## config.mk

```make
export PLATFORM = sky130hd
export DESIGN_NAME = camasir_besleyici
export DESIGN_NICKNAME = d
export VERILOG_FILES = /design/src/rtl/camasir_besleyici.sv
export SDC_FILE = /design/constraint.sdc
export NUM_CORES = 1
export LEC_CHECK = 0
export CAP_MARGIN = 40
export CORE_MARGIN = 10
export CORE_UTILIZATION = 25
export DETAILED_ROUTE_END_ITERATION = 8
export PLACE_DENSITY = 0.55
export SYNTH_ARGS = -nofsm -noshare
export SYNTH_HDL_FRONTEND = slang
export SYNTH_SLANG_ARGS = --single-unit
```

## constraint.sdc

```tcl
create_clock -name clk -period 2.26 [get_ports clk]
set_input_delay 0.678 -clock clk [delete_from_list [all_inputs] [get_ports clk]]
set_output_delay 0.678 -clock clk [all_outputs]
set_load 0.005 [all_outputs]
```

## src/rtl/camasir_besleyici.sv

```systemverilog
// camasir_besleyici: initiator side of the basla/bitti laundry handshake.
// Queues incoming laundry batches and hands them one at a time to the
// downstream laundry pipeline, waiting for completion before the next one.
// A watchdog flags a pipeline that never reports completion.
//
// Ports:
//   clk            system clock, rising edge
//   rst            synchronous active-high reset
//   giris_camasir  batch to enqueue
//   giris_gecerli  giris_camasir valid this cycle
//   giris_hazir    queue can accept (not full)
//   camasir        batch presented to the pipeline
//   basla          one-cycle start pulse to the pipeline
//   bitti          pipeline completion pulse
//   mesgul         a batch is outstanding
//   hata           sticky timeout error
//   tamamlanan     completed-batch count, wraps modulo 256
module camasir_besleyici #(
  parameter int W       = 16,
  parameter int DEPTH   = 4,
  parameter int TIMEOUT = 255
) (
  input  logic         clk,
  input  logic         rst,
  input  logic [W-1:0] giris_camasir,
  input  logic         giris_gecerli,
  output logic         giris_hazir,
  output logic [W-1:0] camasir,
  output logic         basla,
  input  logic         bitti,
  output logic         mesgul,
  output logic         hata,
  output logic [7:0]   tamamlanan
);

  localparam int AW = $clog2(DEPTH);
  localparam logic [AW:0] FULL_CNT = (AW+1)'(DEPTH);
  localparam logic [7:0]  WD_LAST  = 8'(TIMEOUT - 1);

  typedef enum logic [1:0] {BOS, BASLAT, BEKLE, HATA} state_t;

  state_t         state, state_d;
  logic [W-1:0]   mem [DEPTH];
  logic [AW-1:0]  wr_ptr, rd_ptr;
  logic [AW:0]    count;
  logic [7:0]     wd, wd_d, tam_d;
  logic           hata_d, basla_d;
  logic           push, pop;

  // Readiness comes from registered occupancy only: a pop in the same cycle
  // does not open a slot for a push while full.
  assign giris_hazir = (count != FULL_CNT);
  assign push        = giris_gecerli && giris_hazir;
  assign mesgul      = (state == BASLAT) || (state == BEKLE);

  always_comb begin
    state_d = state;
    wd_d    = wd;
    tam_d   = tamamlanan;
    hata_d  = hata;
    basla_d = 1'b0;
    pop     = 1'b0;
    case (state)
      BOS: begin
        if (count != '0) begin
          pop     = 1'b1;
          basla_d = 1'b1;
          state_d = BASLAT;
        end
      end
      BASLAT: begin
        wd_d    = '0;
        state_d = BEKLE;
      end
      BEKLE: begin
        // Completion is checked first so a bitti on the expiry cycle wins.
        if (bitti) begin
          tam_d   = tamamlanan + 8'd1;
          state_d = BOS;
        end else if (wd == WD_LAST) begin
          hata_d  = 1'b1;
          state_d = HATA;
        end else begin
          wd_d = wd + 8'd1;
        end
      end
      HATA: begin
        hata_d = 1'b1;
      end
      default: begin
        state_d = BOS;
      end
    endcase
  end

  // Control and output registers
  always_ff @(posedge clk) begin
    if (rst) begin
      state      <= BOS;
      wd         <= '0;
      tamamlanan <= '0;
      hata       <= 1'b0;
      basla      <= 1'b0;
      camasir    <= '0;
      wr_ptr     <= '0;
      rd_ptr     <= '0;
      count      <= '0;
    end else begin
      state      <= state_d;
      wd         <= wd_d;
      tamamlanan <= tam_d;
      hata       <= hata_d;
      basla      <= basla_d;
      if (pop) begin
        camasir <= mem[rd_ptr];
        rd_ptr  <= rd_ptr + AW'(1);
      end
      if (push) begin
        wr_ptr <= wr_ptr + AW'(1);
      end
      case ({push, pop})
        2'b10:   count <= count + (AW+1)'(1);
        2'b01:   count <= count - (AW+1)'(1);
        default: count <= count;
      endcase
    end
  end

  // Queue storage (data only, no reset)
  always_ff @(posedge clk) begin
    if (push) begin
      mem[wr_ptr] <= giris_camasir;
    end
  end

endmodule

```

==> results.sh, run 1 <==
export IMPL_core_mm2=0.0166
export IMPL_path_cells="clkdlybuf4s50_1, and2_4, inv_1, ha_2, fa_2, xnor2_1, or3_1, a21oi_1"
export IMPL_path_buf_inv=2
export IMPL_crit_path_end_kind="flip-flop"
export IMPL_die_area_mm2=0.0226
export IMPL_cts_tree="done"
export IMPL_slowest_delay_ns=0.48
export IMPL_power_internal_mw=4.09
export IMPL_crit_start="giris_gecerli"
export IMPL_cp_top_family="buffers and inverters"
export IMPL_final_setup_skew_ns=0.00643
export IMPL_dr_pass1_iters=4
export IMPL_area_growth_pct=28.5
export IMPL_ys_flop_type="edfxtp_1"
export IMPL_post_route_min_period_ns=2.17
export IMPL_setup_tns_ns=0
export IMPL_crit_path_start_kind="input port"
export IMPL_clock_sinks=107
export IMPL_combinationalPowerShare_pct=27.1
export IMPL_clkTransAtPathRegs_ns=0.07
export IMPL_clk_latency_ns=0.35
export IMPL_switching_share_pct=27.8
export IMPL_ant_nets=0
export IMPL_gp_congestion=0.747
export IMPL_drive_gt1_share_pct=16.4
export IMPL_ios=48
export IMPL_fillCellCount=1641
export IMPL_slew_headroom_pct=72.3
export IMPL_grt_max_degree=30
export IMPL_final_nets=405
export IMPL_p_seq_share_pct=44.8
export IMPL_worst_slew_pin_slew_ns=0.413
export IMPL_drv_cap=0
export IMPL_grtUsageTotal_pct=8.33
export IMPL_portBuffers=47
export IMPL_multi_input_area_mm2=0.00138
export IMPL_rsz0062_at_grt="no"
export IMPL_die_w_um=150
export IMPL_synth_cells=309
export IMPL_synth_seq_cells=107
export IMPL_maxSlewViolCount=0
export IMPL_antenna_found_initial=0
export IMPL_syn_nets=342
export IMPL_p_sw_mw=1.58
export IMPL_fin_hold_ws_ns=0.454
export IMPL_ys_warn_count=0
export IMPL_synth_area_mm2=0.00425
export IMPL_min_from="camasir[6]$_SDFFE_PP0P_"
export IMPL_wl_per_cell_um=15.2
export IMPL_grt_pass1_vias=2652
export IMPL_post_cts_setup_buffers=0
export IMPL_cts_path_max_buffers=2
export IMPL_powerDensity_mw_per_mm2=1040
export IMPL_power_frac_clock_pct=28.1
export IMPL_setup_viol=0
export IMPL_max_freq_mhz=460
export IMPL_synth_seq_area_share_pct=65.4
export IMPL_leakage_nw=1.85
export IMPL_status="completed"
export IMPL_slowest_stage="clkdlybuf4s50_1"
export IMPL_hold_class="reg2reg"
export IMPL_ys_async_sr_fraction_pct=0
export IMPL_grt_overflow=0
export IMPL_ctsRootBufferMaster="clkbuf_16"
export IMPL_crit_required_ns=2.54
export IMPL_synth_cell_type_count=38
export IMPL_drt_iter0_drc=141
export IMPL_route_detailed_drc=0
export IMPL_initial_core_util_pct=25.6
export IMPL_fp_row_count=47
export IMPL_via_per_inst=4.38
export IMPL_finalHoldViolCount=0
export IMPL_worstSetupPathType="in2reg"
export IMPL_dp_slack_ns=-0.266
export IMPL_worst_slack_ns=0.0884
export IMPL_die_y_um=150
export IMPL_vias=2617
export IMPL_cts_htree_levels=3
export IMPL_ff_latch_area_mm2=0.00279
export IMPL_cp_arrival_ns=2.45
export IMPL_final_period_utilization_pct=96.1
export IMPL_avgSynthCellArea_um2=13.8
export IMPL_synth_edff_count=64
export IMPL_place_hpwl_mm=6.07
export IMPL_r2r_start="count[2]$_SDFFE_PP0P_"
export IMPL_antenna_cells=0
export IMPL_ctsHoldBuffers=0
export IMPL_grt_pass1_wl_mm=14.2
export IMPL_wl_mm=9.06
export IMPL_cts_buffers=9
export IMPL_path_max_fanout=2
export IMPL_ir_worst_vdd_v=0.000335
## power by group through the flow
stage / logic (mW) / registers, mW / clock network (mW)
detailed placement: 1.59 / 2.59 / 0
finish: 1.53 / 2.54 / 1.59
CTS: 1.59 / 2.55 / 1.64
global route: 1.69 / 2.58 / 1.73
floorplan: 0.877 / 2.56 / 0
global placement: 1.56 / 2.58 / 0
## synthesized netlist by cell type (2+ instances only)
library cell	number	share of area, %
a21oi_1	27	3.2
and2_1	2	0.29
and3_1	5	0.74
buf_2	4	0.47
buf_4	2	0.35
clkbuf_1	6	0.53
dfxtp_1	43	20
edfxtp_1	64	45
ha_1	12	3.5
inv_1	11	0.97
mux4_2	16	8.5
nand2_1	43	3.8
nand2b_1	2	0.29
nand3_1	7	0.82
nand4_1	5	0.74
nor2_1	14	1.2
o2111ai_1	2	0.41
o211ai_1	3	0.53
o21ai_0	5	0.59
o31ai_1	3	0.53
or3_1	7	1.0
xnor2_1	3	0.62
xor2_1	8	1.6
## cell usage in the layout (no fill, tap or decap), drive strengths merged, types with 4 or more instances in the layout
cell | synthesis | final
a21oi | 27 | 27
inv | 11 | 12
edfxtp | 64 | 64
nor2 | 14 | 14
dfxtp | 43 | 43
xor2 | 8 | 8
o21ai | 6 | 6
nand2 | 43 | 43
nand3 | 7 | 7
and3 | 5 | 5
nand4 | 6 | 6
ha | 12 | 12
clkdlybuf4s50 | 0 | 45
mux4 | 16 | 16
buf | 7 | 18
clkbuf | 6 | 11
or3 | 7 | 7
o31ai | 4 | 4
## cell families (layout without fill, tap and decap cells)
group           Yosys count  count (layout)  synth area share, %
simple gates             90              90                 10.3
xor+xnor                 11              11                 2.26
mux                      17              17                 8.71
fa+ha+maj                13              13                 4.00
compound gates           47              47                 6.94
flops                   107             107                 65.4
buf+inv                  24              92                 2.41
## cell type report
type,count,area share [%]
Clock buffer,11,4.44
Clock inverter,5,1.12
Inverter,11,0.755
Multi-Input combinational cell,178,25.3
Sequential cell,107,51.0
Tap cell,220,5.03
Timing Repair Buffer,65,12.4
## worst paths after layout
kind | cells past startpoint | endpoint | slack (ns)
max reg2reg | 8 | count[2]$_SDFFE_PP0P_ | 0.25
max | 8 | count[2]$_SDFFE_PP0P_ | 0.09
min | 2 | camasir[6]$_SDFFE_PP0P_ | 0.45
min reg2reg | 2 | camasir[6]$_SDFFE_PP0P_ | 0.45
## through the flow
step	power [mW]	util, %	area (um^2)	instances
floorplan	3.43	-	4270	309
global placement	4.14	31.0	5160	581
detailed placement	4.18	31.0	5160	581
CTS	5.78	32.8	5470	597
global route	6.00	32.9	5470	597
finish	5.67	32.9	5470	597
## flip-flops by register name, summed over array words and instances (netlist names), 2 cells and up
name / flops
state: 2
tamamlanan: 8
camasir: 16
wr_ptr: 2
rd_ptr: 2
wd: 8
count: 3
mem: 64
## routing by layer
layer  vias up  track usage [%]  wire length (um)
met5         -                0                 0
met3        10             2.70               548
li1       1261                -                 -
met1      1295             9.14              3680
met2        51             14.4              4700
met4         0             3.64               136
## what timing repair did
item                                    in CTS  in global routing
endpoints found under the setup margin       2                  1
pin swaps                                    0                  0
resized for setup                            5                  1
## worst reg2reg max path, stage by stage, from the launching register on
cell and delay (ns):
dfxtp_2 0.37, or3b_4 0.43, and2_4 0.18, inv_1 0.07
ha_2 0.19, fa_2 0.20, xnor2_1 0.08, or3_1 0.30
a21oi_1 0.14
Note: power is estimated with default switching activity, not from simulation.
==> inputs of run 2 (changes only) <==
--- a/config.mk
+++ b/config.mk
@@ -10,6 +10,7 @@
 export CORE_UTILIZATION = 25
 export DETAILED_ROUTE_END_ITERATION = 8
 export PLACE_DENSITY = 0.55
+export SLEW_MARGIN = 5
 export SYNTH_ARGS = -nofsm -noshare
 export SYNTH_HDL_FRONTEND = slang
 export SYNTH_SLANG_ARGS = --single-unit
==> results of run 2 <==
Final layout, timing and power as in run 1 (identical DEF).
==> inputs of run 3 (changes only) <==
--- a/config.mk
+++ b/config.mk
@@ -6,10 +6,13 @@
 export NUM_CORES = 1
 export LEC_CHECK = 0
 export CAP_MARGIN = 40
-export CORE_MARGIN = 10
+export CELL_PAD_IN_SITES_DETAIL_PLACEMENT = 0
+export CELL_PAD_IN_SITES_GLOBAL_PLACEMENT = 2
+export CORE_ASPECT_RATIO = 0.6
+export CORE_MARGIN = 2
 export CORE_UTILIZATION = 25
 export DETAILED_ROUTE_END_ITERATION = 8
-export PLACE_DENSITY = 0.55
+export PLACE_DENSITY = 0.69
 export SLEW_MARGIN = 5
 export SYNTH_ARGS = -nofsm -noshare
 export SYNTH_HDL_FRONTEND = slang
==> run 3 against run 2 <==
Critical path depth down 6; first-iteration DRC count up 0.71%; sequential power about the same; global-route usage up 2.7 points; design area up 0.16%; utilization up 0.46 points; combinational power about the same; worst hold slack better by 0.0054 ns; clock skew up 0.0023 ns.
==> results.sh, run 3 (same netlist as run 1, synthesis figures left out) <==
export IMPL_ir_worst_vdd_v=0.000383
export IMPL_crit_required_ns=1.58
export IMPL_fin_area_mm2=0.00548
export IMPL_route_detailed_drc=0
export IMPL_largest_reg_flops=64
export IMPL_instances_no_fill=609
export IMPL_rsz0062_at_grt="no"
export IMPL_final_setup_skew_ns=0.00877
export IMPL_slew_headroom_pct=64.7
export IMPL_setup_tns_ns=0
export IMPL_maxSlewViolCount=0
export IMPL_drv_cap=0
export IMPL_slowest_stage="or3b_4"
export IMPL_final_core_util_pct=33.3
export IMPL_powerDensity_mw_per_mm2=1030
export IMPL_dp_slack_ns=-0.305
export IMPL_layout_commonest_cell="edfxtp_1"
export IMPL_setup_viol=0
export IMPL_leakage_nw=1.87
export IMPL_place_area_mm2=0.00516
export IMPL_die_w_um=172
export IMPL_worst_slew_pin_slew_ns=0.529
export IMPL_via_per_inst=4.29
export IMPL_clkTransAtPathRegs_ns=0.08
export IMPL_crit_path_end_kind="output port"
export IMPL_gp_congestion=0.691
export IMPL_hold_class="reg2reg"
export IMPL_ant_nets=0
export IMPL_initial_core_util_pct=25.9
export IMPL_cp_top_family="simple AND/OR/NAND/NOR gates"
export IMPL_final_period_utilization_pct=92.9
export IMPL_regMostFlops="mem"
export IMPL_wl_per_cell_um=15.3
export IMPL_cts_path_max_buffers=2
export IMPL_cts_buffers=9
export IMPL_core_mm2=0.0164
export IMPL_area_growth_pct=28.7
export IMPL_fp_row_count=36
export IMPL_cp_arrival_ns=1.42
export IMPL_path_max_fanout=6
export IMPL_vias=2610
export IMPL_fin_hold_ws_ns=0.460
export IMPL_layout_common_cells="64 x edfxtp_1, 43 x nand2_1, 43 x clkdlybuf4s50_1, 39 x dfxtp_1, 26 x a21oi_1"
export IMPL_grt_overflow=0
export IMPL_grtUsageTotal_pct=11.0
export IMPL_antenna_cells=0
export IMPL_portBuffers=47
export IMPL_die_area_mm2=0.0181
export IMPL_status="completed"
export IMPL_largestRegisters="mem (64), camasir (16)"
export IMPL_grt_pass1_wl_mm=15.0
export IMPL_crit_path_start_kind="flip-flop"
export IMPL_die_y_um=105
export IMPL_path_buf_inv=1
export IMPL_drt_iter0_drc=142
export IMPL_ctsRootBufferMaster="clkbuf_16"
export IMPL_post_route_min_period_ns=2.10
export IMPL_path_cells="or3b_4, dlygate4sd2_1"
export IMPL_cts_tree="done"
export IMPL_ios=48
export IMPL_grt_max_degree=22
export IMPL_final_nets=409
export IMPL_antenna_found_initial=0
export IMPL_grt_pass1_vias=2753
export IMPL_dr_pass1_iters=4
export IMPL_finalHoldViolCount=0
export IMPL_worst_slack_ns=0.161
export IMPL_place_hpwl_mm=6.33
export IMPL_wl_mm=9.29
export IMPL_clk_latency_ns=0.35
export IMPL_dp_cells=592
export IMPL_worstSetupPathType="reg2out"
export IMPL_slowest_delay_ns=0.43
export IMPL_clock_sinks=107
export IMPL_cts_htree_levels=3
export IMPL_fillCellCount=1626
export IMPL_max_freq_mhz=476
export IMPL_drive_gt1_share_pct=18.1
export IMPL_total_power_mw=5.62
==> run 3: cell types whose count changed in the layout (fill, tap and decap cells not counted), sizes merged <==
cell	before	now
clkinv	0	5
buf	18	23
clkinvlp	3	0
clkbuf	11	9
bufinv	1	0
clkdlybuf4s50	45	43
dlymetal6s2s	0	1
inv	12	13
==> run 3: power breakdown <==
| group | leakage [nW] | internal [mW] | total, mW | switching (mW) |
|---|---|---|---|---|
| Sequential | 0.939 | 2.38 | 2.53 | 0.147 |
| Combinational | 0.790 | 0.808 | 1.55 | 0.747 |
| Clock | 0.145 | 0.777 | 1.54 | 0.758 |
| Total | 1.87 | 3.97 | 5.62 | 1.65 |
==> run 3: layout make-up <==
type	instances	area, um^2	share of cell area [%]
timing repair buffer	69	681	12.4
tap	228	285	5.21
clock inverter	7	71.3	1.30
sequential	107	2790	50.9
multi-input combinational	178	1390	25.3
clock buffer	9	225	4.11
inverter	11	41.3	0.754
==> run 3: worst reg2reg max path, delay by kind of cell (launching register included) <==
| kind | cells | cell delay, ns |
|---|---|---|
| simple gates | 3 | 0.99 |
| fa+ha+maj | 2 | 0.39 |
| flops | 1 | 0.37 |
| compound gates | 1 | 0.11 |
| xor+xnor | 1 | 0.08 |
| buf+inv | 1 | 0.07 |
==> run 3: layer usage <==
layer / wire length, um / vias to the layer above / GRT usage, %
met5: 0 / - / 0
met4: 104 / 0 / 2.88
met3: 351 / 10 / 3.07
met2: 3860 / 43 / 16.0
met1: 4980 / 1277 / 16.0
li1: - / 1280 / -
==> run 3: path summary, 6_finish.rpt <==
check | startpoint | endpoint | slack (ns) | cells past startpoint
max | count[2]$_SDFFE_PP0P_ | giris_hazir | 0.16 | 2
min | camasir[10]$_SDFFE_PP0P_ | camasir[10]$_SDFFE_PP0P_ | 0.46 | 2
max reg2reg | count[2]$_SDFFE_PP0P_ | count[2]$_SDFFE_PP0P_ | 0.18 | 8
min reg2reg | camasir[10]$_SDFFE_PP0P_ | camasir[10]$_SDFFE_PP0P_ | 0.46 | 2
==> run 3: what timing repair did <==
action                     4_1_cts  5_1_grt
setup endpoints to repair        2        1
pin swaps                        0        2
gates resized for setup          5        3
hold buffers                     0        0
buffers inserted                 1        0
==> edit 1: new RTL, settings of run 2 <==
Put one more register stage on the output `basla`, with the module's reset. The value now appears one clock later. The other outputs are not delayed to match. Comments in the files are not updated.
--- a/src/rtl/camasir_besleyici.sv
+++ b/src/rtl/camasir_besleyici.sv
@@ -38,6 +38,8 @@
   localparam logic [7:0]  WD_LAST  = 8'(TIMEOUT - 1);
 
   typedef enum logic [1:0] {BOS, BASLAT, BEKLE, HATA} state_t;
+
+  logic basla_s0;
 
   state_t         state, state_d;
   logic [W-1:0]   mem [DEPTH];
@@ -100,7 +102,7 @@
       wd         <= '0;
       tamamlanan <= '0;
       hata       <= 1'b0;
-      basla      <= 1'b0;
+      basla_s0   <= 1'b0;
       camasir    <= '0;
       wr_ptr     <= '0;
       rd_ptr     <= '0;
@@ -110,7 +112,7 @@
       wd         <= wd_d;
       tamamlanan <= tam_d;
       hata       <= hata_d;
-      basla      <= basla_d;
+      basla_s0   <= basla_d;
       if (pop) begin
         camasir <= mem[rd_ptr];
         rd_ptr  <= rd_ptr + AW'(1);
@@ -133,5 +135,13 @@
     end
   end
 
+  always_ff @(posedge clk) begin
+    if (rst) begin
+      basla <= '0;
+    end else begin
+      basla <= basla_s0;
+    end
+  end
+
 endmodule
 
Check against the original RTL: not equivalent (Yosys sat finds a counterexample within 4 cycles, from zero or initial values and one cycle with rst high).
==> edit 1 against run 2 <==
Count of clock-buffer cells in the layout decreased by 1. First-iteration DRC count decreased by 30%. Fmax decreased by 0.56%. Worst setup slack got worse by 0.012 ns. Sequential cell count increased by 1. Sequential share of layout area increased by 0.63 points. Wire length unchanged. Register-to-register slack got worse by 0.02 ns. Area after synthesis increased by 0.62%. Cell area decreased by 0.50%. Total power decreased by 2.0%. Largest cell class unchanged. Largest power group unchanged. Highest routed layer unchanged.
==> edit 1: results (changes against run 2) <==
.. list-table::
   :header-rows: 1

   * - Metric
     - Value
   * - Number of buffers added on ports
     - 47 (unchanged)
   * - HPWL Detailed
     - 6.043 mm (was 6.071 mm)
   * - Worst-Margin Slew
     - 0.5780 ns (was 0.4134 ns)
   * - Number of enable-type register cells in the synthesized netlist
     - 64 (unchanged)
   * - Crit-path max FO
     - 2 (unchanged)
   * - Clock Latency Late Sink
     - 0.35 ns (about the same)
   * - Result of the run
     - completed (unchanged)
   * - Number of antenna violations at the first check in global routing
     - 0 (unchanged)
   * - Cell at the root of the clock tree
     - clkbuf_16 (unchanged)
   * - Synthesis warning total
     - 0 (unchanged)
   * - Classification of the worst-slack hold path
     - reg2reg (unchanged)
   * - Avg Vias per Cell
     - 4.338 (was 4.384)
   * - Final routed wire length divided by cell count
     - 15.18 µm (unchanged)
   * - Number of global-route vias before repair
     - 2712 (was 2652)
   * - Crit path arrival time
     - 2.47 ns (was 2.45 ns)
   * - Registers with the highest flip-flop counts
     - mem x64, camasir x16 (unchanged)
   * - Clock slew seen by the registers of the worst setup and hold paths
     - 0.07 ns (about the same)
   * - Pint
     - 3.970 mW (was 4.089 mW)
   * - Post-synthesis cell type count
     - 39 (was 38)
   * - Violation count after the first detailed-routing iteration
     - 99 (was 141)
   * - Number of iterations in the first detailed-routing pass
     - 4 (unchanged)
   * - Net count of the finished layout
     - 405 (unchanged)
   * - Dominant cells by area after synthesis
     - edfxtp_1 45%, dfxtp_1 21%, mux4_2 8.4% (was edfxtp_1 45%, dfxtp_1 20%, mux4_2 8.5%)
   * - RePlAce Congestion
     - 0.7049 (was 0.7469)
   * - Synth cell count leaders
     - 64 x edfxtp_1, 44 x dfxtp_1, 43 x nand2_1 (was 64 x edfxtp_1, 43 x dfxtp_1, 43 x nand2_1)
   * - Residual DRC
     - 0 (unchanged)
   * - Post CTS Setup Buffer Count
     - 0 (unchanged)
   * - Total track usage
     - 0.08480 (was 0.08332)
   * - Antenna cell count
     - 0 (unchanged)
   * - Inserted Clock Buffers
     - 9 (unchanged)
   * - Fraction of the yosys area taken by sequential cells
     - 0.6548 (was 0.6541)
   * - Post-detailed-placement cell area
     - 5152 µm² (was 5159 µm²)
   * - DP Worst Slack
     - -0.2795 ns (was -0.2659 ns)
   * - Leakage power
     - 1.838 nW (was 1.845 nW)
   * - Synthesized net count
     - 344 (was 342)
   * - Worst IR Drop VDD
     - 0.3614 mV (was 0.3349 mV)
   * - CTS HTree Levels
     - 3 (unchanged)
   * - Share of flip-flops with an asynchronous set or reset after synthesis
     - 0 (unchanged)
   * - Clock Skew
     - 0.009089 ns (was 0.006433 ns)
   * - Fraction of layout cells with a size suffix above 1
     - 0.1645 (unchanged)
   * - Pin count of the biggest net entering global routing
     - 30 (unchanged)
   * - Clock Path Buffers
     - 2 (unchanged)
   * - Wire length of the first global-routing pass
     - 14.70 mm (was 14.25 mm)
-- edit 1: per-stage QoR --
step                        util  power [mW]  setup TNS, ns  std cells  hold WS, ns
after CTS                 0.3254       5.671              0        597       0.4552
after global routing      0.3257       5.924              0        597       0.4852
final                     0.3257       5.553              0        597       0.4491
after global placement    0.3085       4.158        -0.2286        581       0.4440
after detailed placement  0.3085       4.191        -0.2822        581       0.4400
after floorplan                -       3.458              0        311       0.4138
-- edit 1: layout make-up --
class / count / area, µm²
inverters: 11 / 41.29
multi-input cells: 179 / 1391
fillers: 1673 / 11260
repair buffers: 63 / 645.6
well taps: 220 / 275.3
clock inverters: 6 / 50.05
flip-flops and latches: 108 / 2808
clock buffers: 10 / 229.0
-- edit 1: repair_timing --
item,CTS,global route
resized for setup,5,2
setup endpoints to repair,2,1
hold endpoints to repair,0,0
-- edit 1: power by group through the flow --
| stage | Sequential, mW | Clock [mW] | Combinational (mW) |
|---|---|---|---|
| global placement | 2.60 | 0 | 1.56 |
| floorplan | 2.58 | 0 | 0.881 |
| CTS | 2.57 | 1.52 | 1.59 |
| detailed placement | 2.61 | 0 | 1.58 |
| finish | 2.56 | 1.47 | 1.53 |
| global route | 2.60 | 1.61 | 1.71 |
-- edit 1: layer usage --
metal,vias up,track usage,part of all wire
li1,1268,-,-
met1,1277,0.09287,0.41
met2,33,0.1464,0.51
met3,12,0.02834,0.054
met4,0,0.03754,0.018
met5,-,0,0
-- edit 1: final timing paths --
check	start	to	slack, ns	cells past startpoint
max	giris_gecerli	count[2]	0.08	8
min	basla_s0	basla	0.45	1
max reg2reg	count[2]	count[2]	0.23	8
min reg2reg	basla_s0	basla	0.45	1
-- edit 1: worst max-delay path, cell delays in order --
cell	delay, ns
clkdlybuf4s50_1	0.48
and2_4	0.14
inv_1	0.05
ha_2	0.18
fa_2	0.33
xnor2_1	0.13
or3_1	0.33
a21oi_2	0.14
-- edit 1: kinds of logic (layout without fill, tap and decap cells) --
kind of cell	after synthesis	in the layout	synth area share
buffers and inverters	24	90	0.02397
xor gates and xnor gates	11	11	0.02251
adders and majority gates	13	13	0.03975
and+or+nand+nor	91	91	0.1035
AOI/OAI and AO/OA	47	47	0.06899
muxes	17	17	0.08653
DFF	108	108	0.6548
==> edit 2: new RTL, settings of run 2 <==
Made on the original files. `TIMEOUT`: 255 -> 127.
--- a/src/rtl/camasir_besleyici.sv
+++ b/src/rtl/camasir_besleyici.sv
@@ -18,7 +18,7 @@
 module camasir_besleyici #(
   parameter int W       = 16,
   parameter int DEPTH   = 4,
-  parameter int TIMEOUT = 255
+  parameter int TIMEOUT = 127
 ) (
   input  logic         clk,
   input  logic         rst,
Function: same outputs for any inputs over 10 cycles, from zero or initial values and one cycle with rst high; that may be too few to reach the edited logic, so the function may still have changed.
==> edit 2 against run 2 <==
Clock skew decreased by 0.0016 ns. Cell area rose by 1.1%. Non-clock buffer count grew 3. Via count increased by 0.88%. Sequential cell count is the same. Total power grew 2.7%. Worst setup slack about the same. Area after synthesis increased by 0.91%. Wire length increased by 0.13%. Highest routed layer unchanged.
==> edit 2: results (changes against run 2) <==
.. list-table::
   :header-rows: 1

   * - Metric
     - Value
   * - Number of global-route vias before repair
     - 2823 (was 2652)
   * - Wire length of the first global-routing pass
     - 14.93 mm (was 14.25 mm)
   * - Post-Synth Adder-Cell Area
     - 0.03964 (was 0.04000)
   * - Fraction of the yosys area taken by sequential cells
     - 0.6482 (was 0.6541)
   * - Final routed wire length divided by cell count
     - 15.00 µm (was 15.18 µm)
   * - Clk network pwr share
     - 0.302 (was 0.281)
   * - Met2 routed WL
     - 4.745 mm (was 4.699 mm)
   * - Synthesized net count
     - 348 (was 342)
   * - Clock Skew
     - 0.004838 ns (was 0.006433 ns)
   * - Result of the run
     - completed (unchanged)
   * - HPWL Detailed
     - 6.226 mm (was 6.071 mm)
   * - Violation count after the first detailed-routing iteration
     - 92 (was 141)
   * - Post-layout total power
     - 5.821 mW (was 5.666 mW)
   * - Fraction of layout cells with a size suffix above 1
     - 0.1922 (was 0.1645)
   * - Average size of a mapped cell
     - 13.63 µm² (was 13.77 µm²)
   * - Net count of the finished layout
     - 413 (was 405)
   * - Remaining max-slew budget at the tightest pin
     - 0.6620 (was 0.7232)
   * - Total Routed Length
     - 9.075 mm (was 9.063 mm)
   * - Leakage power
     - 1.906 nW (was 1.845 nW)
   * - Met2 Usage GRT
     - 0.1508 (was 0.1444)
   * - DP Worst Slack
     - -0.2649 ns (was -0.2659 ns)
   * - Cell count after placement
     - 587 (was 581)
   * - Portion of total power attributed to sequential cells
     - 0.431 (was 0.448)
   * - Pin count of the biggest net entering global routing
     - 27 (was 30)
   * - Met3 wire length
     - 446 µm (was 548 µm)
   * - WL met1
     - 3.800 mm (was 3.678 mm)
   * - Switching portion of total power
     - 0.2785 (was 0.2784)
   * - RePlAce Congestion
     - 0.7766 (was 0.7469)
==> edit 2: changes by cell type after synthesis, moves of 2 or more <==
cell,change
mux2_2,+3
a21oi_1,+2
o211ai_1,-2
o31ai_1,-2
nor2_1,+2
==> edit 2: worst max-delay path: cells and delay by family <==
kind	cells	cell delay [ns]
adder cells (fa/ha/maj)	2	0.51
AND/OR/NAND/NOR	2	0.44
XOR/XNOR	1	0.14
buffers and inverters	2	0.53
AO/OA/AOI/OAI	1	0.13
==> edit 2: cells by family (layout without fill, tap and decap cells) <==
group                    after synthesis  in the layout
buffers and inverters                 24             94
XOR/XNOR                              11             11
AND/OR/NAND/NOR                       97             97
multiplexers                          20             20
flip-flops                           107            107
adder cells (fa/ha/maj)               13             13
AO/OA/AOI/OAI                         43             43
==> edit 2: cell type report <==
cell class / instances / area [µm²]
inverters: 10 / 37.54
multi-input cells: 184 / 1426
flip-flops and latches: 107 / 2788
well taps: 220 / 275.3
clock buffers: 9 / 225.2
clock inverters: 7 / 116.4
repair buffers: 68 / 661.9
fillers: 1659 / 11170
==> edit 2: timing repair <==
| item | in CTS | in global routing |
|---|---|---|
| endpoints found under the setup margin | 2 | 1 |
| pin swaps | 0 | 1 |
| setup buffers | 2 | 0 |
| resized for setup | 5 | 1 |
| hold endpoints to repair | 0 | 0 |
==> edit 2: worst min-delay path by stage <==
stage	slack (ns)	cells after the start	endpoint	startpoint
after floorplan	0.45	2	camasir[0]	camasir[0]
after global placement	0.44	2	camasir[5]	camasir[5]
after detailed placement	0.45	2	camasir[6]	camasir[6]
after CTS	0.46	2	camasir[6]	camasir[6]
after global routing	0.49	2	camasir[15]	camasir[15]
final	0.45	2	camasir[7]	camasir[7]
